===== src/rtl/fetch_unit_if.sv =====
// Instruction-bus and decode-side handshake signals of the fetch stage.
// The master modport is the fetch unit; the slave modport is the bus plus decode.
interface fetch_unit_if #(
   parameter int ILEN = 32
);
   logic            ireq_valid;
   logic [63:0]     ireq_addr;
   logic            iresp_addr_ok;
   logic            iresp_data_ok;
   logic [ILEN-1:0] iresp_data;
   logic            out_valid;
   logic            out_ready;
   logic [63:0]     out_pc;
   logic [ILEN-1:0] out_instr;
   logic            out_misalign;

   modport master (
      output ireq_valid, ireq_addr,
      input  iresp_addr_ok, iresp_data_ok, iresp_data,
      output out_valid, out_pc, out_instr, out_misalign,
      input  out_ready
   );

   modport slave (
      input  ireq_valid, ireq_addr,
      output iresp_addr_ok, iresp_data_ok, iresp_data,
      input  out_valid, out_pc, out_instr, out_misalign,
      output out_ready
   );
endinterface


===== src/rtl/fetch_unit.sv =====
// Non-pipelined fetch stage: one bus request per PC, {pc, instr} handed to decode
// through an output register backed by a one-entry skid buffer.
module fetch_unit #(
   parameter logic [63:0] RESET_PC = 64'h8000_0000,
   parameter int          ILEN     = 32
) (
   input  logic        clk,
   input  logic        reset,
   input  logic [63:0] pc,
   input  logic        flush,
   output logic        fetch_stall,
   fetch_unit_if.master bus
);

   typedef enum logic [2:0] {IDLE, REQ, WAIT, DELIVER, HOLD} state_t;

   state_t          state;
   logic            discard;
   logic [63:0]     skid_pc;
   logic [ILEN-1:0] skid_instr;
   logic            skid_misalign;

   logic rsp_now;
   logic out_free;
   logic bus_take;
   logic load_bus;
   logic load_skid;
   logic load;

   // A response counts in WAIT, or in REQ when accepted and answered together.
   always_comb begin
      rsp_now     = bus.iresp_data_ok &&
                    ((state == WAIT) || ((state == REQ) && bus.iresp_addr_ok));
      out_free    = !bus.out_valid || bus.out_ready;
      bus_take    = rsp_now && !discard && !flush;
      load_bus    = bus_take && out_free;
      load_skid   = !flush && (((state == DELIVER) && out_free) ||
                               ((state == HOLD) && bus.out_ready));
      load        = load_bus || load_skid;
      fetch_stall = !reset || !(flush || load);
   end

   always_ff @(posedge clk or negedge reset) begin
      if (!reset) begin
         state            <= IDLE;
         discard          <= 1'b0;
         skid_pc          <= RESET_PC;
         skid_instr       <= '0;
         skid_misalign    <= 1'b0;
         bus.ireq_valid   <= 1'b0;
         bus.ireq_addr    <= RESET_PC;
         bus.out_valid    <= 1'b0;
         bus.out_pc       <= RESET_PC;
         bus.out_instr    <= '0;
         bus.out_misalign <= 1'b0;
      end else begin
         case (state)
            IDLE: begin
               if (!flush) begin
                  if (pc[1:0] != 2'b00) begin
                     skid_pc       <= pc;
                     skid_instr    <= '0;
                     skid_misalign <= 1'b1;
                     state         <= DELIVER;
                  end else begin
                     bus.ireq_valid <= 1'b1;
                     bus.ireq_addr  <= pc;
                     state          <= REQ;
                  end
               end
            end
            REQ, WAIT: begin
               if ((state == REQ) && bus.iresp_addr_ok) begin
                  bus.ireq_valid <= 1'b0;
               end
               if (rsp_now) begin
                  discard <= 1'b0;
                  if (!bus_take || out_free) begin
                     state <= IDLE;
                  end else begin
                     skid_pc       <= bus.ireq_addr;
                     skid_instr    <= bus.iresp_data;
                     skid_misalign <= 1'b0;
                     state         <= DELIVER;
                  end
               end else begin
                  // The request cannot be withdrawn, so a flush only marks its data as stale.
                  if (flush) begin
                     discard <= 1'b1;
                  end
                  if ((state == REQ) && bus.iresp_addr_ok) begin
                     state <= WAIT;
                  end
               end
            end
            DELIVER: begin
               if (flush || out_free) begin
                  state <= IDLE;
               end else begin
                  state <= HOLD;
               end
            end
            HOLD: begin
               if (flush || bus.out_ready) begin
                  state <= IDLE;
               end
            end
            default: state <= IDLE;
         endcase

         if (flush) begin
            bus.out_valid <= 1'b0;
         end else if (load_bus) begin
            bus.out_valid    <= 1'b1;
            bus.out_pc       <= bus.ireq_addr;
            bus.out_instr    <= bus.iresp_data;
            bus.out_misalign <= 1'b0;
         end else if (load_skid) begin
            bus.out_valid    <= 1'b1;
            bus.out_pc       <= skid_pc;
            bus.out_instr    <= skid_instr;
            bus.out_misalign <= skid_misalign;
         end else if (bus.out_ready) begin
            bus.out_valid <= 1'b0;
         end
      end
   end

endmodule


===== src/flat_wrapper.sv =====
// flat-port wrapper written by rule: the top's interface ports become plain ports
module fetch_unit_flat 
#(
   parameter logic [63:0] RESET_PC = 64'h8000_0000,
   parameter int          ILEN     = 32
)
  (clk, reset, pc, flush, fetch_stall, bus_ireq_valid, bus_ireq_addr, bus_iresp_addr_ok, bus_iresp_data_ok, bus_iresp_data, bus_out_valid, bus_out_pc, bus_out_instr, bus_out_misalign, bus_out_ready);
  fetch_unit_if #(.ILEN(ILEN)) bus_i ();
  input  logic clk;
  input  logic reset;
  input  logic [63:0] pc;
  input  logic flush;
  output logic fetch_stall;
  output wire logic [$bits(bus_i.ireq_valid)-1:0] bus_ireq_valid;
  output wire logic [$bits(bus_i.ireq_addr)-1:0] bus_ireq_addr;
  input wire logic [$bits(bus_i.iresp_addr_ok)-1:0] bus_iresp_addr_ok;
  input wire logic [$bits(bus_i.iresp_data_ok)-1:0] bus_iresp_data_ok;
  input wire logic [$bits(bus_i.iresp_data)-1:0] bus_iresp_data;
  output wire logic [$bits(bus_i.out_valid)-1:0] bus_out_valid;
  output wire logic [$bits(bus_i.out_pc)-1:0] bus_out_pc;
  output wire logic [$bits(bus_i.out_instr)-1:0] bus_out_instr;
  output wire logic [$bits(bus_i.out_misalign)-1:0] bus_out_misalign;
  input wire logic [$bits(bus_i.out_ready)-1:0] bus_out_ready;
  assign bus_ireq_valid = bus_i.ireq_valid;
  assign bus_ireq_addr = bus_i.ireq_addr;
  assign bus_i.iresp_addr_ok = bus_iresp_addr_ok;
  assign bus_i.iresp_data_ok = bus_iresp_data_ok;
  assign bus_i.iresp_data = bus_iresp_data;
  assign bus_out_valid = bus_i.out_valid;
  assign bus_out_pc = bus_i.out_pc;
  assign bus_out_instr = bus_i.out_instr;
  assign bus_out_misalign = bus_i.out_misalign;
  assign bus_i.out_ready = bus_out_ready;
  fetch_unit #(.RESET_PC(RESET_PC), .ILEN(ILEN)) u_core (.clk(clk), .reset(reset), .pc(pc), .flush(flush), .fetch_stall(fetch_stall), .bus(bus_i));
endmodule

===== config.mk =====
export PLATFORM = sky130hd
export DESIGN_NAME = fetch_unit_flat
export DESIGN_NICKNAME = d
export VERILOG_FILES = /design/src/rtl/fetch_unit_if.sv /design/src/rtl/fetch_unit.sv /design/src/flat_wrapper.sv
export SDC_FILE = /design/constraint.sdc
export NUM_CORES = 1
export LEC_CHECK = 0
export ABC_AREA = 1
export BUFFER_PORTS_ARGS = -buffer_cell sky130_fd_sc_hd__buf_2
export CAP_MARGIN = 20
export CORE_MARGIN = 3
export CORE_UTILIZATION = 56
export CTS_CLUSTER_SIZE = 40
export DETAILED_ROUTE_END_ITERATION = 7
export PLACE_DENSITY = 0.81
export REMOVE_ABC_BUFFERS = 1
export SLEW_MARGIN = 10
export SYNTH_ARGS = -nofsm -noshare
export SYNTH_HDL_FRONTEND = slang
export SYNTH_SLANG_ARGS = --single-unit

===== constraint.sdc =====
create_clock -name clk -period 2 [get_ports clk]
set_input_delay 0 -clock clk [delete_from_list [all_inputs] [get_ports clk]]
set_output_delay 0 -clock clk [all_outputs]
set_load 0.02 [all_outputs]

==> results of run 1 <==
[final timing paths]
kind                       slack, ps                                   end
max                               60                           fetch_stall
min                              270  u_core.bus.ireq_addr[31]$_DFFE_PN1P_
max reg2reg                       90           u_core.state[0]$_DFFE_PN0P_
min reg2reg                      470      u_core.skid_instr[2]$_DFFE_PN0P_
max in group asynchronous        940        u_core.skid_pc[59]$_DFFE_PN0P_
min in group asynchronous        450      u_core.bus.out_pc[2]$_DFFE_PN0P_
[sequential cells by signal, summed over array words and instances (netlist names)]
| register | flops |
|---|---|
| u_core.bus.out_instr | 32 |
| u_core.bus.ireq_valid | 1 |
| u_core.bus.out_pc | 64 |
| u_core.bus.out_misalign | 1 |
| u_core.skid_instr | 32 |
| u_core.bus.out_valid | 1 |
| u_core.discard | 1 |
| u_core.state | 3 |
| u_core.skid_misalign | 1 |
| u_core.bus.ireq_addr | 64 |
| u_core.skid_pc | 64 |
[metal layers]
| metal | vias to the layer above | GRT usage [%] |
|---|---|---|
| met5 | - | 0 |
| li1 | 6244 | - |
| met2 | 761 | 54.2 |
| met1 | 6256 | 41.5 |
| met3 | 126 | 6.17 |
| met4 | 0 | 12.9 |
[timing repair]
item	4_1_cts	5_1_grt
endpoints found under the hold margin	456	0
resized for setup	15	8
setup endpoints to repair	1	38
pin swaps	4	4
gates cloned	4	0
hold buffers	103	0
setup buffers	10	1
[placed cells by master, fill, tap and decap left out, types with 27 or more instances in the layout]
cell type,count
sky130_fd_sc_hd__nand4_1,97
sky130_fd_sc_hd__buf_2,263
sky130_fd_sc_hd__inv_1,261
sky130_fd_sc_hd__nand3_1,292
sky130_fd_sc_hd__buf_4,27
sky130_fd_sc_hd__o21ai_0,129
sky130_fd_sc_hd__nand2_1,527
sky130_fd_sc_hd__dfrtp_1,258
sky130_fd_sc_hd__clkbuf_16,29
sky130_fd_sc_hd__dlygate4sd3_1,102
sky130_fd_sc_hd__nor2_1,37
[metrics by stage]
stage                     setup slack [ps]  utilization [%]
final                                 55.0             75.1
after floorplan                      -4010                -
after detailed placement               157             65.2
after CTS                             29.4             75.0
after global placement                 207             65.2
after global routing                 -35.9             75.1
[worst max-delay path, cell delays in order (launching register included)]
cell,delay [ps]
sky130_fd_sc_hd__dfrtp_2,450
sky130_fd_sc_hd__inv_2,100
sky130_fd_sc_hd__nand3_2,110
sky130_fd_sc_hd__o21ai_4,180
sky130_fd_sc_hd__nand2_4,80
sky130_fd_sc_hd__buf_16,170
sky130_fd_sc_hd__nand3_2,80
sky130_fd_sc_hd__nand2_2,80
sky130_fd_sc_hd__buf_6,140
[cell type report]
| type | count | area [µm²] |
|---|---|---|
| Sequential cell | 264 | 6610 |
| Clock inverter | 7 | 60.1 |
| Antenna cell | 1 | 2.50 |
| Timing Repair Buffer | 417 | 3070 |
| Fill cell | 1608 | 5690 |
| Inverter | 266 | 1000 |
| Clock buffer | 45 | 896 |
| Multi-Input combinational cell | 1108 | 5120 |
| Tap cell | 313 | 392 |
[kinds of logic after synthesis]
family | count (synthesis)
AND/OR/NAND/NOR | 974
buffers and inverters | 398
flip-flops | 264
AO/OA/AOI/OAI | 134
[power groups by stage]
stage               logic [mW]  clock network, mW  registers (mW)
finish                    15.0               5.30            9.69
global route              16.6               5.59            9.95
CTS                       14.7               5.35            9.59
detailed placement        14.2                  0            9.65
global placement          13.8                  0            9.57
floorplan                 7.12                  0            11.2
==> results.yml, run 1 <==
floorplan:
  rows: 55
  die_w_um: 159
  die-area_um2: 25400
  core_area_um2: 22800
  dieHeight_um: 159
  floorplan.initialDensity_pct: 57.7
  design.portCount: 266
synthesis:
  post_synth.cell_area_avg_um2: 7.44
  synth.yosys.warnings: 0
  yosysUniqueCellTypes: 25
  postSynthCellCount: 1770
  post_synth_and_or_nand_nor_area_fraction_pct: 32.8
  cell_types_occupying_the_most_area_after_synthesis: "sky130_fd_sc_hd__dfrtp_1, sky130_fd_sc_hd__nand2_1, sky130_fd_sc_hd__nand3_1, sky130_fd_sc_hd__inv_1, sky130_fd_sc_hd__o21ai_0"
  synthMostInstantiatedCell: "sky130_fd_sc_hd__nand2_1"
  fraction_of_the_mapped_netlist_area_in_adder_cells_pct: 0
  synth-xor-area-share_pct: 0
  synth_edf_count: 0
  share_of_the_synthesized_area_in_compound_gates_ao_oa_aoi_oai_pct: 5.21
  synth.mux.area_fraction_pct: 0
  yosysTopAreaCell: "sky130_fd_sc_hd__dfrtp_1"
  synth_sequential_area_ratio_pct: 50.2
  combinational_family_with_the_most_area_after_synthesis: "simple AND/OR/NAND/NOR gates"
  async_flop_share_pct: 100
  netlist_top_cells_count: "sky130_fd_sc_hd__nand2_1, sky130_fd_sc_hd__nand3_1, sky130_fd_sc_hd__inv_1, sky130_fd_sc_hd__dfrtp_1, sky130_fd_sc_hd__o21ai_0"
  synth.cell_area_um2: 13200
  synthFlopType: "sky130_fd_sc_hd__dfrtp_1"
  synth_top_cell_area_share_pct: 49.6
  postSynthRegisterBits: 264
sta:
  rsz_0062_raised_after_global_routing: "true"
  tns_ps: 0
  timing.hold.ws_ps: 266
  tightest_slew_ps: 637
  final_hold_viol_count: 0
  final.min_clock_period_ps: 1940
  highest_achievable_clock_rate_ghz: 0.514
  final.setup_skew_ps: 10.4
  timing.final.crit_share_pct: 97.2
  finalSetupViolations: 0
  timing.final.max_slew_violations: 0
  worst_slew_margin_rel_pct: 57.5
routing:
  totalWireLength_um: 41400
  top_signal_layer_used: "met4"
  via_cell_ratio: 5.53
  detailroute.via_count: 13400
  postRouteAntennaNets: 0
  dr.first_iter.drc_count: 1200
  met2_length_um: 19900
  wl_per_cell_um: 17.1
  wirelength_met1_um: 16000
  firstDrtPassIters: 6
  detail_route.drc_violations: 0
  met3_wirelength_um: 3970
setup_path:
  worstSetupStartpointType: "flip-flop"
  worstSetupPathType: "flip-flop to output pin"
  reg2reg_depth: 9
  crit-reg2reg-launch: "u_core.state[1]$_DFFE_PN0P_"
  worst_setup_path_end_kind: "output pin"
  crit_arrival_ps: 1940
  cp-startpoint: "u_core.state[2]$_DFFE_PN0P_"
  critical_path_required_ps: 2000
  critPathMaxFanout: 16
layout:
  area_growth_syn_to_fin_pct: 30.3
  final_layout_size_suffix_gt1_share_pct: 18.7
  nets: 2187
  final_instance_count_excl_fillers: 2421
  postLayoutCellArea_um2: 17200
job:
  timing.max_cap.violations: 0
clock_tree:
  insertion_delay_ps: 540
  cts_buffers: 28
  h-tree-depth: 1
  tritoncts_num_sinks: 264
  cts_tree: "built"
  cts.reportedPaths.clkPinSlew_ps: 60
  cts-root-buf: "sky130_fd_sc_hd__clkbuf_16"
  cts_buffer_depth: 3
placement:
  total_half_perimeter_wirelength_after_legalization_and_detailed_placement_um: 22900
  numPortBuffers: 265
  place_congestion: 0.876
  place_area_um2: 14900
  placedCellCount: 2251
worst_hold_path:
  min_delay_path_depth: 4
  worst_min_delay_path_category: "primary input to flip-flop"
  worstHoldStart: "pc[31]"
power_and_ir_drop:
  design_power_total_mw: 30.0
  power.static_leakage_nw: 9.75
  power_switching_share_pct: 46.8
  clock_power_share_pct: 17.7
  p_sw_mw: 14.0
  internal_power_mw: 15.9
  comb_power_share_pct: 50.0
  power.density_nw_per_um2: 1750
  reg_power_share_pct: 32.3
  vdd_drop_max_uv: 1560
global_route:
  grt_max_degree: 89
  antenna_found_initial: 1
  grt_pass1_vias: 13400
  grt.overflow.total: 0
  first_pass_grt_wire_length_um: 68300
  globalRouteTotalUtil_pct: 32.3
outcome:
  status: "finished clean"
Note: power is estimated with default switching activity, not from simulation.
==> run 2: changes to the inputs <==
--- a/config.mk
+++ b/config.mk
@@ -6,8 +6,7 @@
 export NUM_CORES = 1
 export LEC_CHECK = 0
 export ABC_AREA = 1
-export BUFFER_PORTS_ARGS = -buffer_cell sky130_fd_sc_hd__buf_2
-export CAP_MARGIN = 20
+export BUFFER_PORTS_ARGS = -buffer_cell sky130_fd_sc_hd__clkbuf_2
 export CORE_MARGIN = 3
 export CORE_UTILIZATION = 56
 export CTS_CLUSTER_SIZE = 40
==> results.yml, run 2 (synthesis results as in run 1) <==
setup_path:
  worst_setup_path_end_kind: "output pin"
  cp-startpoint: "u_core.state[2]$_DFFE_PN0P_"
  critPathMaxFanout: 3
  critical_path.endpoint: "fetch_stall"
  crit_arrival_ps: 1990
  r2r-end: "u_core.skid_instr[9]$_DFFE_PN0P_"
  crit-reg2reg-launch: "u_core.state[2]$_DFFE_PN0P_"
  reg2reg_depth: 9
  critical_path_required_ps: 2000
  worstSetupPathType: "flip-flop to output pin"
  worstSetupStartpointType: "flip-flop"
  setup.reg_to_reg.worst_slack_ps: 70
sta:
  timing.final.crit_share_pct: 99.7
  final_critical_path_setup_slack_ps: 6.89
  timing.final.max_slew_violations: 0
  rsz_0062_raised_after_global_routing: "true"
  final.min_clock_period_ps: 1990
  finalSetupViolations: 0
  tightest_slew_ps: 863
  final.setup_skew_ps: 11.8
  final_hold_viol_count: 0
  highest_achievable_clock_rate_ghz: 0.502
  worst_slew_margin_rel_pct: 42.5
outcome:
  status: "finished clean"
floorplan:
  rows: 55
  design.portCount: 266
  die-area_um2: 25400
  die_w_um: 159
  core_area_um2: 22800
  floorplan.initialDensity_pct: 57.7
  dieHeight_um: 159
global_route:
  grt.overflow.total: 0
  grt.met2_usage_pct: 56.6
  gr-usage-met1_pct: 40.6
  grt_max_degree: 85
  grt_pass1_vias: 13500
  gr-max-usage-layer: "met2"
  grt_use_met3_pct: 5.70
  globalRouteTotalUtil_pct: 32.4
  antenna_found_initial: 0
  first_pass_grt_wire_length_um: 68700
power_and_ir_drop:
  p_sw_mw: 14.7
  power.density_nw_per_um2: 1800
  reg_power_share_pct: 31.3
  clock_power_share_pct: 17.8
  vdd_drop_max_uv: 1050
  comb_power_share_pct: 50.9
  internal_power_mw: 16.5
  power_switching_share_pct: 47.2
  power.static_leakage_nw: 9.81
placement:
  dp_slack_ps: -4.94
  place_congestion: 0.856
  numPortBuffers: 265
  total_half_perimeter_wirelength_after_legalization_and_detailed_placement_um: 23100
  placedCellCount: 2254
routing:
  detailroute.via_count: 13800
  firstDrtPassIters: 6
  postRouteAntennaNets: 0
  via_cell_ratio: 5.67
  dr.first_iter.drc_count: 1233
  detail_route.drc_violations: 0
  totalWireLength_um: 43800
  wl_per_cell_um: 18.0
job:
  timing.max_cap.violations: 0
layout:
  nets: 2200
  final_layout_size_suffix_gt1_share_pct: 19.2
  layout_commonest_cell: "sky130_fd_sc_hd__nand2_1"
  antenna-diode-count: 0
  reg.largest.list: "u_core.bus.ireq_addr (64), u_core.bus.out_pc (64), u_core.skid_pc (64)"
  area_growth_syn_to_fin_pct: 31.6
  most-common-layout-cells: "sky130_fd_sc_hd__nand2_1, sky130_fd_sc_hd__nand3_1, sky130_fd_sc_hd__clkbuf_2"
  final_instance_count_excl_fillers: 2431
clock_tree:
  tritoncts_num_sinks: 264
  cts.reportedPaths.clkPinSlew_ps: 60
  cts-root-buf: "sky130_fd_sc_hd__clkbuf_16"
  h-tree-depth: 1
  insertion_delay_ps: 550
  cts_buffers: 29
  cts_tree: "built"
  cts_buffer_depth: 3
worst_hold_path:
  worst_min_delay_path_category: "primary input to asynchronous set/reset pin"
## run 2: cell types whose count changed in the layout (fill, tap and decap cells not counted), sizes merged
cell | previous run | this run
bufbuf | 4 | 1
clkinvlp | 0 | 1
bufinv | 1 | 4
diode | 1 | 0
clkinv | 9 | 10
buf | 311 | 58
inv | 263 | 265
clkbuf | 45 | 305
## run 2: stage by stage
stage	area (µm²)	power (mW)	utilization (%)	TNS (ps)	hold slack, ps
6_report	17300	31.2	75.9	0	0.704
2_1_floorplan	12600	18.3	-	-738650	-296
5_1_grt	17300	33.2	75.9	-122	28.9
3_3_place_gp	14900	23.4	65.3	0	-27.1
3_5_place_dp	14900	23.9	65.3	-4.94	-22.2
4_1_cts	17100	30.0	74.8	-87.7	4.81
## run 2: worst min path at each step
stage / cells after the start / slack [ps] / endpoint / startpoint
3_3_place_gp: 1 / -30 / u_core.bus.out_instr[19]$_DFFE_PN0P_ / reset
4_1_cts: 2 / 5 / u_core.bus.ireq_addr[29]$_DFFE_PN0P_ / reset
3_5_place_dp: 1 / -20 / u_core.bus.out_instr[16]$_DFFE_PN0P_ / reset
6_report: 2 / 0.7 / u_core.bus.out_instr[16]$_DFFE_PN0P_ / reset
5_1_grt: 2 / 30 / u_core.skid_pc[51]$_DFFE_PN0P_ / reset
2_1_floorplan: 0 / -300 / u_core.bus.ireq_addr[0]$_DFFE_PN0P_ / reset
## run 2: final cells by class
class | count | area [µm²]
Clock buffer | 37 | 806
Clock inverter | 14 | 180
Tap cell | 313 | 392
Inverter | 266 | 1000
Multi-Input combinational cell | 1108 | 5110
Timing Repair Buffer | 429 | 3230
Fill cell | 1649 | 5510
Sequential cell | 264 | 6610
## run 2: repair_timing
item | 4_1_cts | 5_1_grt
gates cloned | 2 | 5
hold buffers | 102 | 0
pin swaps | 6 | 8
endpoints found under the hold margin | 456 | 0
buffers inserted | 9 | 9
gates resized for setup | 14 | 15
setup endpoints to repair | 6 | 191
## run 2: routing by layer
layer  part of all wire [%]  vias up
li1                       -     6278
met1                     37     6474
met2                     50      879
met3                    9.8      146
met4                    3.9        0
met5                      0        -
## run 2: worst max-delay path, cell delays in order, from the launching register on
cell	delay (ps)
sky130_fd_sc_hd__dfrtp_2	430
sky130_fd_sc_hd__buf_6	130
sky130_fd_sc_hd__nor2_4	130
sky130_fd_sc_hd__nand3_4	110
sky130_fd_sc_hd__a21oi_4	180
sky130_fd_sc_hd__nand3_4	120
sky130_fd_sc_hd__nand3_2	100
sky130_fd_sc_hd__nand2_2	90
sky130_fd_sc_hd__buf_8	160
## run 2: power by group through the flow
stage,Clock (mW),Combinational [mW],Sequential [mW]
4_1_cts,5.58,14.7,9.67
6_report,5.54,15.9,9.77
5_1_grt,5.81,17.3,10.0
2_1_floorplan,0,7.12,11.2
3_3_place_gp,0,13.7,9.64
3_5_place_dp,0,14.2,9.71
==> run 3: changes to the inputs <==
--- a/config.mk
+++ b/config.mk
@@ -8,10 +8,9 @@
 export ABC_AREA = 1
 export BUFFER_PORTS_ARGS = -buffer_cell sky130_fd_sc_hd__clkbuf_2
 export CORE_MARGIN = 3
-export CORE_UTILIZATION = 56
+export CORE_UTILIZATION = 33
 export CTS_CLUSTER_SIZE = 40
 export DETAILED_ROUTE_END_ITERATION = 7
-export PLACE_DENSITY = 0.81
 export REMOVE_ABC_BUFFERS = 1
 export SLEW_MARGIN = 10
 export SYNTH_ARGS = -nofsm -noshare
==> results.yml, run 3 (synthesis results as in run 1) <==
outcome:
  status: "finished clean"
sta:
  timing.final.crit_share_pct: 98.5
  final.min_clock_period_ps: 1970
  timing.final.max_slew_violations: 0
  finalSetupViolations: 0
  tightest_slew_ps: 772
  worst_slew_margin_rel_pct: 48.3
  final_critical_path_setup_slack_ps: 29.0
  final_hold_viol_count: 0
  final.setup_skew_ps: 26.3
  highest_achievable_clock_rate_ghz: 0.507
routing:
  via_cell_ratio: 4.87
  totalWireLength_um: 44500
  detailroute.via_count: 12800
  dr.first_iter.drc_count: 816
  detail_route.drc_violations: 0
  wl_per_cell_um: 16.9
  postRouteAntennaNets: 0
  firstDrtPassIters: 6
floorplan:
  design.portCount: 266
  core_area_um2: 39000
  dieHeight_um: 206
  die-area_um2: 42300
  die_w_um: 206
  floorplan.initialDensity_pct: 33.8
  rows: 72
setup_path:
  top_delay_family_on_crit_path: "simple AND/OR/NAND/NOR gates"
  timing.critical_path.slowest_cell_delay_ps: 460
  critical_path_required_ps: 2410
  crit_buf_inv: 3
  crit_arrival_ps: 2380
  worst_setup_path_end_kind: "flip-flop"
  critical_path.slowest_cell: "sky130_fd_sc_hd__dfrtp_2"
  cp_cell_sequence: "buf_6, buf_4, nor4_4, nand2_4, buf_12, nand2_1, o21ai_0"
  critPathMaxFanout: 126
  worstSetupPathType: "flip-flop to flip-flop"
  worstSetupStartpointType: "flip-flop"
global_route:
  grt.overflow.total: 0
  grt.met2_usage_pct: 36.5
  grt_max_degree: 127
  first_pass_grt_wire_length_um: 71000
  grt_pass1_vias: 12800
  antenna_found_initial: 0
  gr-usage-met1_pct: 27.2
  gr-max-usage-layer: "met2"
  globalRouteTotalUtil_pct: 20.9
  grt_use_met3_pct: 3.64
layout:
  postLayoutCellArea_um2: 17700
  antenna-diode-count: 0
  most-common-layout-cells: "sky130_fd_sc_hd__nand2_1, sky130_fd_sc_hd__nand3_1, sky130_fd_sc_hd__clkbuf_2"
  layout_commonest_cell: "sky130_fd_sc_hd__nand2_1"
  area_growth_syn_to_fin_pct: 34.3
  filler_cell_count: 3843
  final_layout_size_suffix_gt1_share_pct: 18.9
  reg.largest.list: "u_core.bus.ireq_addr (64), u_core.bus.out_pc (64), u_core.skid_pc (64)"
  nets: 2201
clock_tree:
  cts_buffers: 30
  insertion_delay_ps: 570
  cts_tree: "built"
  cts-root-buf: "sky130_fd_sc_hd__clkbuf_16"
  cts.reportedPaths.clkPinSlew_ps: 60
  h-tree-depth: 1
  tritoncts_num_sinks: 264
  cts_buffer_depth: 3
power_and_ir_drop:
  power.static_leakage_nw: 9.87
  vdd_drop_max_uv: 1170
  design_power_total_mw: 30.6
  power.density_nw_per_um2: 1730
placement:
  place_congestion: 0.818
  total_half_perimeter_wirelength_after_legalization_and_detailed_placement_um: 25500
  dp_slack_ps: 44.1
  numPortBuffers: 265
  place_area_um2: 15300
job:
  timing.max_cap.violations: 0
worst_hold_path:
  worst_min_delay_path_category: "primary input to asynchronous set/reset pin"
==> run 3: changes by cell type in the layout (fill, tap and decap cells not counted), sizes merged <==
cell | previous run | this run
clkbuf | 305 | 313
clkinv | 10 | 2
bufbuf | 1 | 6
bufinv | 4 | 0
clkinvlp | 1 | 0
==> run 3: per-layer routing <==
metal | routed length (µm) | vias up
met5 | 0 | -
met4 | 962 | 0
met3 | 2940 | 72
met2 | 21700 | 429
met1 | 18900 | 6055
li1 | - | 6282
==> run 3: path summary, 6_finish.rpt <==
check | from | endpoint | slack [ps] | depth (start not counted)
setup / recovery | u_core.state[1]$_DFFE_PN0P_ | u_core.bus.ireq_addr[4]$_DFFE_PN0P_ | 30 | 7
hold / removal | reset | u_core.bus.ireq_addr[36]$_DFFE_PN0P_ | 120 | 3
setup reg to reg | u_core.state[1]$_DFFE_PN0P_ | u_core.bus.ireq_addr[4]$_DFFE_PN0P_ | 30 | 7
hold reg to reg | u_core.skid_pc[31]$_DFFE_PN1P_ | u_core.skid_pc[31]$_DFFE_PN1P_ | 470 | 2
max in group asynchronous | reset | u_core.bus.out_instr[20]$_DFFE_PN0P_ | 700 | 3
min in group clk | pc[35] | u_core.bus.ireq_addr[35]$_DFFE_PN0P_ | 230 | 4
==> run 3: timing repair <==
action                                 in CTS  in global routing
gates resized for setup                    13                  8
endpoints found under the hold margin     456                  0
setup buffers                              13                  7
pin swaps                                   4                  5
hold buffers                              103                  0
cloned                                      6                  0
setup endpoints to repair                   1                 99
==> run 3: worst register-to-register path, stage by stage (launching register included) <==
cell                      delay [ps]
sky130_fd_sc_hd__dfrtp_2         460
sky130_fd_sc_hd__buf_6           140
sky130_fd_sc_hd__buf_4           130
sky130_fd_sc_hd__nor4_4          400
sky130_fd_sc_hd__nand2_4          80
sky130_fd_sc_hd__buf_12          210
sky130_fd_sc_hd__nand2_1         320
sky130_fd_sc_hd__o21ai_0          90
==> run 3: cell type report <==
type                    count  area (µm²)  area share (%)
flip-flops and latches    264        6610            37.4
inverters                 266        1000            5.67
clock inverters             1        5.00          0.0283
repair buffers            429        3350            18.9
clock buffers              50         957            5.41
well taps                 518         648            3.66
multi-input cells        1108        5120            28.9
==> run 3: stage by stage <==
stage	utilization (%)	TNS, ps	instances	hold slack [ps]
2_1_floorplan	-	-738650	1638	-296
3_3_place_gp	39.2	0	2457	-18.3
3_5_place_dp	39.2	0	2457	-18.5
4_1_cts	45.2	0	2630	112
5_1_grt	45.4	-27.0	2636	123
6_report	45.4	0	2636	124
==> run 3: power by group <==
| group | leakage [nW] | internal, mW | total, mW | switching (mW) |
|---|---|---|---|---|
| Clock | 0.474 | 3.21 | 5.40 | 2.19 |
| Combinational | 6.06 | 5.28 | 15.5 | 10.3 |
| Sequential | 3.34 | 7.84 | 9.65 | 1.80 |
